## src/rtl/palette_dac_ctrl.sv

```systemverilog
// palette_dac_ctrl: VGA-DAC style sequencer for a 256 x 12-bit color palette.
// Software sets a start index, then streams R, G, B bytes. Each complete triple
// becomes a pending entry. The entry is pushed out through the palette write
// port, either immediately or only while the display is blanked.
module palette_dac_ctrl #(
  parameter int DEFER_TO_BLANK = 1,  // 1: commit only while blank is high
  parameter int COMP_LSB       = 2   // bit position of the 4-bit component in bus_wdata (0..4)
) (
  input  logic       clk,
  input  logic       reset,
  input  logic       bus_sel,
  input  logic       bus_we,
  input  logic [1:0] bus_addr,
  input  logic [7:0] bus_wdata,
  output logic [7:0] bus_rdata,
  output logic       bus_ready,
  input  logic       blank,
  output logic       pal_we,
  output logic [7:0] pal_index,
  output logic [3:0] pal_r,
  output logic [3:0] pal_g,
  output logic [3:0] pal_b
);

  localparam logic [1:0] PH_R = 2'd0;
  localparam logic [1:0] PH_G = 2'd1;
  localparam logic [1:0] PH_B = 2'd2;

  localparam logic [1:0] A_INDEX  = 2'd0;
  localparam logic [1:0] A_DATA   = 2'd1;
  localparam logic [1:0] A_STATUS = 2'd2;

  logic [1:0]  phase_reg;
  logic [1:0]  phase_next;
  logic [7:0]  wr_index_reg;
  logic [3:0]  r_hold_reg;
  logic [3:0]  g_hold_reg;
  logic        pend_valid_reg;
  logic [7:0]  pend_index_reg;
  logic [11:0] pend_rgb_reg;

  logic [3:0]  comp;
  logic        commit_fire;
  logic        data_wr_req;
  logic        accept;
  logic        idx_wr;
  logic        data_wr;
  logic        ld_r;
  logic        ld_g;
  logic        ld_b;

  assign comp = bus_wdata[COMP_LSB+3:COMP_LSB];

  // The pending entry leaves when blanking allows it (or always when not deferring).
  assign commit_fire = pend_valid_reg & ((DEFER_TO_BLANK == 0) | blank);

  // Only the blue byte can stall: it needs the pending slot, which must be
  // free or draining in this very cycle.
  assign data_wr_req = bus_sel & bus_we & (bus_addr == A_DATA);
  assign bus_ready   = ~(data_wr_req & (phase_reg == PH_B) & pend_valid_reg & ~commit_fire);

  assign accept  = bus_sel & bus_ready;
  assign idx_wr  = accept & bus_we & (bus_addr == A_INDEX);
  assign data_wr = accept & bus_we & (bus_addr == A_DATA);

  // Component phase register.
  always_ff @(posedge clk or posedge reset) begin
    if (reset) begin
      phase_reg <= PH_R;
    end else begin
      phase_reg <= phase_next;
    end
  end

  // Phase advance: index writes restart the triple, data writes step R->G->B->R.
  always_comb begin
    phase_next = phase_reg;
    if (idx_wr) begin
      phase_next = PH_R;
    end else if (data_wr) begin
      case (phase_reg)
        PH_R:    phase_next = PH_G;
        PH_G:    phase_next = PH_B;
        default: phase_next = PH_R;
      endcase
    end
  end

  // Phase decode into per-component load strobes.
  always_comb begin
    ld_r = 1'b0;
    ld_g = 1'b0;
    ld_b = 1'b0;
    if (data_wr) begin
      case (phase_reg)
        PH_R:    ld_r = 1'b1;
        PH_G:    ld_g = 1'b1;
        default: ld_b = 1'b1;
      endcase
    end
  end

  // Triple assembly, index auto-increment and the one-deep pending buffer.
  always_ff @(posedge clk or posedge reset) begin
    if (reset) begin
      wr_index_reg   <= 8'h00;
      r_hold_reg     <= 4'h0;
      g_hold_reg     <= 4'h0;
      pend_valid_reg <= 1'b0;
      pend_index_reg <= 8'h00;
      pend_rgb_reg   <= 12'h000;
    end else begin
      if (idx_wr) begin
        wr_index_reg <= bus_wdata;
      end else if (ld_b) begin
        wr_index_reg <= wr_index_reg + 8'd1;
      end
      if (ld_r) begin
        r_hold_reg <= comp;
      end
      if (ld_g) begin
        g_hold_reg <= comp;
      end
      if (ld_b) begin
        pend_index_reg <= wr_index_reg;
        pend_rgb_reg   <= {r_hold_reg, g_hold_reg, comp};
      end
      // A refill in the same cycle as a commit keeps the slot occupied.
      if (ld_b) begin
        pend_valid_reg <= 1'b1;
      end else if (commit_fire) begin
        pend_valid_reg <= 1'b0;
      end
    end
  end

  // Commit stage: registered palette write port with a one-cycle strobe.
  always_ff @(posedge clk or posedge reset) begin
    if (reset) begin
      pal_we    <= 1'b0;
      pal_index <= 8'h00;
      pal_r     <= 4'h0;
      pal_g     <= 4'h0;
      pal_b     <= 4'h0;
    end else begin
      pal_we <= commit_fire;
      if (commit_fire) begin
        pal_index <= pend_index_reg;
        pal_r     <= pend_rgb_reg[11:8];
        pal_g     <= pend_rgb_reg[7:4];
        pal_b     <= pend_rgb_reg[3:0];
      end
    end
  end

  // Side-effect-free read mux.
  always_comb begin
    bus_rdata = 8'h00;
    case (bus_addr)
      A_INDEX:  bus_rdata = wr_index_reg;
      A_STATUS: bus_rdata = {3'b000, pend_valid_reg, blank,
                             pend_valid_reg & ~commit_fire, phase_reg};
      default:  bus_rdata = 8'h00;
    endcase
  end

endmodule

```

## config.mk

```make
export PLATFORM = sky130hd
export DESIGN_NAME = palette_dac_ctrl
export DESIGN_NICKNAME = d
export VERILOG_FILES = /design/src/rtl/palette_dac_ctrl.sv
export SDC_FILE = /design/constraint.sdc
export NUM_CORES = 1
export LEC_CHECK = 0
export ABC_AREA = 1
export CORE_ASPECT_RATIO = 0.8
export CORE_UTILIZATION = 30
export CTS_CLUSTER_DIAMETER = 40
export DETAILED_ROUTE_END_ITERATION = 16
export GPL_TIMING_DRIVEN = 0
export PLACE_DENSITY_LB_ADDON = 0.3
export SYNTH_ARGS = -nofsm -noshare
export SYNTH_HDL_FRONTEND = slang
export SYNTH_SLANG_ARGS = --single-unit
```

## constraint.sdc

```tcl
create_clock -name clk -period 2.9 [get_ports clk]
set_clock_uncertainty 0.2 [all_clocks]
set_input_delay 0.58 -clock clk [delete_from_list [all_inputs] [get_ports clk]]
set_output_delay 0.58 -clock clk [all_outputs]
set_load 0.03 [all_outputs]
```

==> key figures, run 1 <==
Route
  – Drt total wl: 6040 µm
  – Wirelength per Cell: 12.4 µm
  – Residual DRC count: 0
  – Vias: 2181
  – DRT Pass-1 Iters: 5
  – ANT nets after route: 0
  – Drt via density: approximately 4.5
  – Starting DRT DRC Count: 155

Clocking
  – CTS sink cnt: 60
  – Root Buffer: clkbuf_8
  – TritonCTS Buffers: 9
  – Reg clk slew, reported paths: 0.06 ns
  – CTS tree: yes
  – Clock latency on the worst-skew pair: 0.33 ns
  – H-tree depth: 3
  – Hold-fix buffer count after cts: 0
  – Buffer depth of the longest clock path: 2

Finish
  – Final instance area: 0.00349 mm²
  – Area delta synth->final: 29.8%
  – Max FFs per register: 12
  – N_diodes: 0
  – Number of fill cells: 887
  – Layout cell share with drive strength beyond 1: 13.6%
  – Nets: around 390
  – Final Non-Filler Cells: 486
  – Fin util: between 40% and 50%

Power
  – Overall Power: 2.56 mW
  – Leakage: between 1.5 and 2 nW
  – PD cells: 734 mW/mm²
  – Max VDD drop: 0.262 mV

Global route
  – Largest net degree at the start of global routing: 32
  – GRT overflow: 0
  – Vias in the first global route: 2104
  – Tot GR Track Use: 14.3%
  – Initial antenna violation count: 0
  – Global-route wire length before repair: 10300 µm

STA
  – Worst-margin pin slew: approximately 0.67 ns
  – RSZ-0062 raised after global routing: no
  – Setup TNS: 0 ns
  – Max Fclk: 0.359 GHz
  – Fin crit share: 96.0%
  – Endpoints failing setup: 0
  – Final Hold Viols: 0
  – Slew Viols, Final: 0
  – Worst hold slack: 0.273 ns
  – Relative slew margins: 55.4%
  – Final setup margin: between 0.1 and 0.15 ns
  – Crit path time final: 2.78 ns

Die
  – Starting Density: between 30% and 40%
  – Die Y: 86.7 µm
  – I/O pin cnt: 45
  – Row cnt: 30
  – Die area: 0.00935 mm²
  – Core area: about 0.0086 mm²
  – Width of the chip: 108 µm

Synthesis
  – Mapped Area: 0.00269 mm²
  – Syn Area/Cell: 8.59 µm²
  – Most frequent cell after synthesis: nand2_1
  – Synth top area cells: dfrtp_1 (56%), nand2_1 (20%), o21ai_2 (3.9%)
  – EDFF count, synth: 0
  – Sequential-to-total area share from yosys stat: 55.8%
  – Gate Count Post-Synth: 313
  – Syn_nets: 329
  – Main synth FF type: dfrtp_1
  – Synth Register Bits: 60
  – Syn. warnings: 0
  – Post-synth top cells: nand2_1 (145), dfrtp_1 (60), inv_1 (24)
  – Ys async rst share: 100%
  – Share of the synthesized area in the top cell type: roughly 56%
  – Netlist cell types: 23
  – Cell taking the most area after synthesis: dfrtp_1

Placed design
  – Dpl cell area: 0.00329 mm²
  – PortBufs: 44
  – Post-DP HPWL: 4400 µm
  – Worst slack at placement: -0.175 ns
  – RePlAce Congestion: 0.818
  – DP Cell Count: 470

Job
  – Max-cap violations: 0

Setup path
  – Worst EP required: 2.12 ns
  – Crit path DAT: 2.00 ns
  – Worst R2R Setup Slack: about 1.4 ns
  – Kind of critical path: input pin to output port
  – Critical Path End Type: output port
  – Crit path max fanout: 8
  – CP startpoint kind: input pin

Run status
  – Outcome: finished clean

Worst hold path
  – HP Class: flop to flop
[kinds of logic (layout without fill, tap and decap cells)]
group,count (synthesis),after routing,synth area share (%)
AND/OR/NAND/NOR,183,183,29.0
flip-flops,60,60,55.8
buffers and inverters,35,96,6.33
AO/OA/AOI/OAI,33,33,8.05
adder cells (fa/ha/maj),1,1,0.465
XOR/XNOR,1,1,0.326
[cell type report]
| type | instances | area (µm²) | area share [%] |
|---|---|---|---|
| clock buffers | 11 | 141 | 4.05 |
| multi-input cells | 218 | 1020 | 29.1 |
| inverters | 26 | 97.6 | 2.80 |
| flip-flops and latches | 60 | 1500 | 43.0 |
| repair buffers | 45 | 445 | 12.8 |
| well taps | 112 | 140 | 4.01 |
| clock inverters | 5 | 75.1 | 2.15 |
| plain buffers | 9 | 72.6 | 2.08 |
[path summary, 6_finish.rpt]
path | startpoint | to | depth (start not counted)
max | bus_addr[1] | bus_rdata[3] | 5
max in group asynchronous | reset | wr_index_reg[2] | 3
min reg2reg | pend_rgb_reg[9] | pal_r[1] | 2
min in group asynchronous | reset | pal_b[1] | 2
max reg2reg | phase_reg[1] | pend_rgb_reg[1] | 7
min | pend_rgb_reg[9] | pal_r[1] | 2
[worst max-delay path: stages]
cell	delay [ns]
clkdlybuf4s50_1	0.46
nor2_1	0.19
inv_1	0.17
o22ai_1	0.20
clkdlybuf4s15_1	0.40
[layer usage]
metal / vias to the layer above / global-route usage (%) / wire, µm
met5: - / 0 / 0
met4: 0 / 4.48 / 42
met3: 4 / 3.38 / 330
met2: 64 / 22.0 / 2700
met1: 1023 / 20.0 / 2970
li1: 1090 / - / -
[where the power goes]
group / total (mW) / switching [mW] / internal, mW
clock network: 0.823 / 0.320 / 0.503
logic: 0.578 / 0.348 / 0.230
registers: 1.16 / 0.129 / 1.03
total: 2.56 / 0.798 / 1.76
[cells in the final DEF (no fill, tap or decap), drive strengths merged]
cell type / n
o22ai: 5
o21ai: 26
dlygate4sd2: 4
nand3: 18
ha: 1
nand2: 148
clkdlybuf4s50: 35
dfrtp: 60
buf: 6
a21oi: 2
clkdlybuf4s15: 3
bufinv: 2
inv: 26
xor2: 1
clkinv: 3
clkbuf: 17
nand4: 1
nor2: 16
[repair_timing]
item,in CTS,in global routing
gates resized for setup,9,7
endpoints found under the setup margin,9,5
buffers inserted,0,0
Power figures use the tool's default switching activity.
==> run 2: changes to the inputs <==
--- a/constraint.sdc
+++ b/constraint.sdc
@@ -4,2 +4,2 @@
 set_output_delay 0.58 -clock clk [all_outputs]
-set_load 0.03 [all_outputs]
+set_load 0.02 [all_outputs]
==> key figures, run 2 (synthesis gave the netlist of run 1 again) <==
Finish
  – Commonest non-fill, non-tap cells in the layout: nand2_1 (145), dfrtp_1 (60), clkdlybuf4s50_1 (36)
  – N_diodes: 0
  – Nets: 385
  – Fin util: approximately 40%
  – Commonest non-fill, non-tap cell in the layout: nand2_1
  – Area delta synth->final: 30.0%
  – Max FFs per register: 12
  – Layout cell share with drive strength beyond 1: between 10% and 20%

Setup path
  – Crit path max fanout: 3
  – Critical Path End Type: output port
  – Worst R2R Setup Slack: 1.39 ns
  – Reg-to-Reg Start: phase_reg[1]
  – Worst EP required: 2.12 ns
  – CP startpoint kind: input pin
  – Crit path DAT: 2.05 ns
  – Kind of critical path: input pin to output port
  – RR Endpoint: pend_rgb_reg[1]
  – Reg2Reg Depth: 7

Global route
  – Vias in the first global route: 2104
  – Tot GR Track Use: 14.3%
  – GRT overflow: 0
  – Global-route wire length before repair: 10300 µm
  – Initial antenna violation count: 0
  – Largest net degree at the start of global routing: 32

STA
  – Slew Viols, Final: 0
  – Worst hold slack: 0.273 ns
  – Worst-margin pin slew: 0.669 ns
  – Fin crit share: between 90% and 100%
  – Max Fclk: 0.354 GHz
  – Final setup margin: 0.0737 ns
  – Endpoints failing setup: 0
  – Crit path time final: 2.83 ns
  – Relative slew margins: 55.4%
  – Final Hold Viols: 0
  – RSZ-0062 raised after global routing: no

Clocking
  – CTS sink cnt: 60
  – Buffer depth of the longest clock path: 2
  – TritonCTS Buffers: 9
  – Clock latency on the worst-skew pair: around 0.33 ns
  – Reg clk slew, reported paths: 0.06 ns
  – H-tree depth: 3
  – CTS tree: yes
  – Root Buffer: clkbuf_8

Placed design
  – PortBufs: 44
  – Worst slack at placement: -0.109 ns
  – RePlAce Congestion: between 0.8 and 0.9
  – Post-DP HPWL: 4400 µm

Worst hold path
  – Hold path cells: 2
  – Hold Path End: pal_r[1]
  – HP Class: flop to flop
  – HP Start: pend_rgb_reg[9]

Power
  – Leakage: 1.79 nW
  – PD cells: 722 mW/mm²
  – Max VDD drop: 0.262 mV
  – Overall Power: 2.52 mW

Die
  – Core area: between 0.008 and 0.009 mm²
  – Starting Density: 31.3%
  – Die area: between 0.009 and 0.01 mm²
  – Row cnt: 30
  – Die Y: 86.7 µm
  – Width of the chip: 108 µm
  – I/O pin cnt: 45

Route
  – ANT nets after route: 0
  – Vias: 2179
  – Wirelength per Cell: between 10 and 15 µm
  – Drt via density: between 4 and 5
  – Drt total wl: 6050 µm
  – Residual DRC count: 0
  – Starting DRT DRC Count: approximately 150
  – DRT Pass-1 Iters: 5

Run status
  – Outcome: finished clean

Job
  – Max-cap violations: 0
-- run 2: where the power goes --
part / switching, mW / leakage, nW / total (mW) / internal [mW]
Sequential: 0.129 / 0.803 / 1.16 / 1.03
Clock: 0.320 / 0.113 / 0.823 / 0.503
Combinational: 0.310 / 0.879 / 0.540 / 0.230
Total: 0.760 / 1.79 / 2.52 / 1.76
-- run 2: worst max path at each step --
stage | endpoint | start
after floorplan | g_hold_reg[0] | reset
after global placement | wr_index_reg[4] | reset
after detailed placement | bus_rdata[2] | bus_addr[1]
after CTS | bus_ready | blank
after global routing | bus_ready | blank
final | bus_ready | blank
-- run 2: layout make-up --
class	instances	area, µm²
clock inverter	5	75.1
buffer	9	72.6
multi-input combinational	218	1020
sequential	60	1500
inverter	26	97.6
timing repair buffer	45	450
tap	112	140
clock buffer	11	141
fill	890	5100
-- run 2: worst max-delay path, stage by stage --
cell and delay, ns:
clkdlybuf4s50_1 0.53, inv_1 0.07, nand2_1 0.13, nor2_2 0.07, nand2_1 0.06, clkdlybuf4s50_1 0.60
-- run 2: through the flow --
stage	cell area [µm²]	std cells	TNS, ns
6_report	3500	486	0
2_1_floorplan	2690	313	0
5_1_grt	3500	486	0
3_3_place_gp	3270	469	-27.82
3_5_place_dp	3290	470	-0.548
4_1_cts	3500	486	0
-- run 2: what timing repair did --
action | in CTS | in global routing
endpoints found under the setup margin | 8 | 0
hold buffers | 0 | 0
buffers inserted | 0 | 0
endpoints found under the hold margin | 0 | 0
gates resized for setup | 8 | 0
-- run 2: metal layers --
metal / routed length (µm) / vias up / global-route usage, % / share of wire [%]
li1: - / 1089 / - / -
met1: 2960 / 1021 / 20.0 / 49
met2: 2700 / 65 / 22.0 / 45
met3: 347 / 4 / 3.38 / 5.7
met4: 42 / 0 / 4.48 / 0.69
met5: 0 / - / 0 / 0
==> run 3: changes to the inputs <==
- CORE_UTILIZATION: 30 -> 40
- MAX_ROUTING_LAYER: not set -> met4
==> key figures, run 3 (synthesis gave the netlist of run 1 again) <==
Setup path
  – Worst R2R Setup Slack: 1.41 ns
  – Reg-to-Reg Start: phase_reg[1]
  – Critical Path End Type: output port
  – RR Endpoint: pend_rgb_reg[4]
  – Reg2Reg Depth: 7
  – Worst EP required: 2.12 ns
  – Crit path max fanout: 3
  – Slowest library cell on the worst path: clkdlybuf4s50_1
  – CP startpoint kind: input pin
  – Delay-heaviest family, CP: buffers and inverters
  – CP Buf/Inv Count: 3
  – Crit path DAT: about 2.0 ns
  – Kind of critical path: input pin to output port
  – CP Cell Sequence: clkdlybuf4s50_1, inv_1, nand2_1, nor2_2, nand2_1, clkdlybuf4s50_1
  – Max stage delay on crit path: 0.60 ns

STA
  – Crit path time final: 2.81 ns
  – Worst-margin pin slew: 0.554 ns
  – Slew Viols, Final: 0
  – Endpoints failing setup: 0
  – RSZ-0062 raised after global routing: no
  – Fin crit share: 96.8%
  – Final Hold Viols: 0
  – Max Fclk: 0.356 GHz
  – Relative slew margins: 63.0%

Run status
  – Outcome: finished clean

Finish
  – N_diodes: 0
  – Final instance area: ~0.0034 mm²
  – Max FFs per register: 12
  – Layout cell share with drive strength beyond 1: 13.6%
  – Area delta synth->final: 27.5%
  – Fin util: 53.2%
  – Commonest non-fill, non-tap cell in the layout: nand2_1
  – Nets: 385
  – Commonest non-fill, non-tap cells in the layout: nand2_1 (145), dfrtp_1 (60), clkdlybuf4s50_1 (36)

Worst hold path
  – Hold path cells: 2
  – HP Class: flop to flop
  – Hold Path End: pal_g[1]
  – HP Start: pend_rgb_reg[5]

Global route
  – Global-route wire length before repair: 9670 µm
  – Largest net degree at the start of global routing: 35
  – Initial antenna violation count: 0
  – GRT overflow: 0
  – Tot GR Track Use: about 19%
  – Vias in the first global route: 1998

Die
  – I/O pin cnt: 45
  – Die Y: 75.3 µm
  – Width of the chip: between 90 and 100 µm
  – Die area: 0.00706 mm²
  – Row cnt: 26
  – Core area: 0.00644 mm²
  – Starting Density: roughly two fifths

Power
  – Register share of total power: between 40% and 50%
  – Pint: 1.58 mW
  – Switching share of power: approximately a third
  – P_sw: 0.791 mW
  – Clk pwr share: 28.0%
  – Leakage: 1.78 nW
  – Max VDD drop: roughly 0.33 mV
  – Combinational fraction of design power: between 20% and 30%
  – PD cells: roughly 690 mW/mm²

Clocking
  – Hold-fix buffer count after cts: 0
  – CTS tree: yes
  – Root Buffer: clkbuf_8
  – CTS sink cnt: 60
  – TritonCTS Buffers: 9
  – Clock latency on the worst-skew pair: 0.34 ns
  – Buffer depth of the longest clock path: 2
  – Post-CTS Resized: 7
  – Reg clk slew, reported paths: ~0.07 ns
  – H-tree depth: 3
  – Post-CTS Setup Inserts: 0

Route
  – Wirelength per Cell: 12.5 µm
  – ANT nets after route: 0
  – Residual DRC count: 0
  – Starting DRT DRC Count: 91
  – Vias: 2155
  – DRT Pass-1 Iters: 4
  – Drt via density: around 4.7
  – Drt total wl: about 5700 µm

Placed design
  – Post-DP HPWL: 4160 µm
  – PortBufs: 44
  – RePlAce Congestion: 0.836
  – Dpl cell area: 0.00325 mm²

Job
  – Max-cap violations: 0
-- run 3: layout make-up --
cell class	count	area [µm²]
fillers	611	3010
flip-flops and latches	60	1500
multi-input cells	218	1020
repair buffers	45	454
clock buffers	9	124
well taps	84	105
inverters	26	97.6
plain buffers	9	72.6
clock inverters	7	52.6
-- run 3: worst max-delay path by stage --
stage | from | to | slack, ns | cells after the start
after floorplan | reset | g_hold_reg[0] | 0.64 | 1
after global placement | reset | wr_index_reg[1] | -0.40 | 2
after detailed placement | bus_addr[1] | bus_rdata[2] | -0.09 | 5
after CTS | bus_addr[1] | bus_rdata[5] | 0.002 | 5
after global routing | blank | bus_ready | 0.03 | 6
final | blank | bus_ready | 0.09 | 6
-- run 3: power groups by stage --
stage / clock network, mW / registers (mW) / logic [mW]
2_1_floorplan: 0 / 1.19 / 0.317
5_1_grt: 0.719 / 1.18 / 0.620
3_5_place_dp: 0 / 1.17 / 0.555
4_1_cts: 0.682 / 1.16 / 0.549
3_3_place_gp: 0 / 1.17 / 0.537
6_report: 0.664 / 1.16 / 0.545
-- run 3: worst reg2reg max path, stage by stage (launching register included) --
cell and delay (ns):
dfrtp_1 0.44, inv_2 0.12, nor2_2 0.05, nand2_2 0.08, nand3_4 0.16, buf_8 0.20, nand2_1 0.07, nand2_1 0.06
-- run 3: per-stage QoR --
stage	std cells	setup WS (ns)	power (mW)	TNS (ns)	hold slack [ns]
after floorplan	313	0.635	1.51	0	0.242
after global placement	441	-0.404	1.71	-24.42	0.255
after detailed placement	442	-0.0876	1.73	-0.393	0.257
after CTS	458	0.00152	2.39	0	0.274
after global routing	458	0.0304	2.52	0	0.299
final	458	0.0916	2.37	0	0.273
-- run 3: layer usage --
| layer | vias up | GRT usage (%) | wire length, µm |
|---|---|---|---|
| li1 | 1103 | - | - |
| met1 | 992 | 27.4 | 2990 |
| met2 | 58 | 26.1 | 2450 |
| met3 | 2 | 5.69 | 274 |
| met4 | 0 | 6.50 | 29 |
| met5 | - | - | 0 |
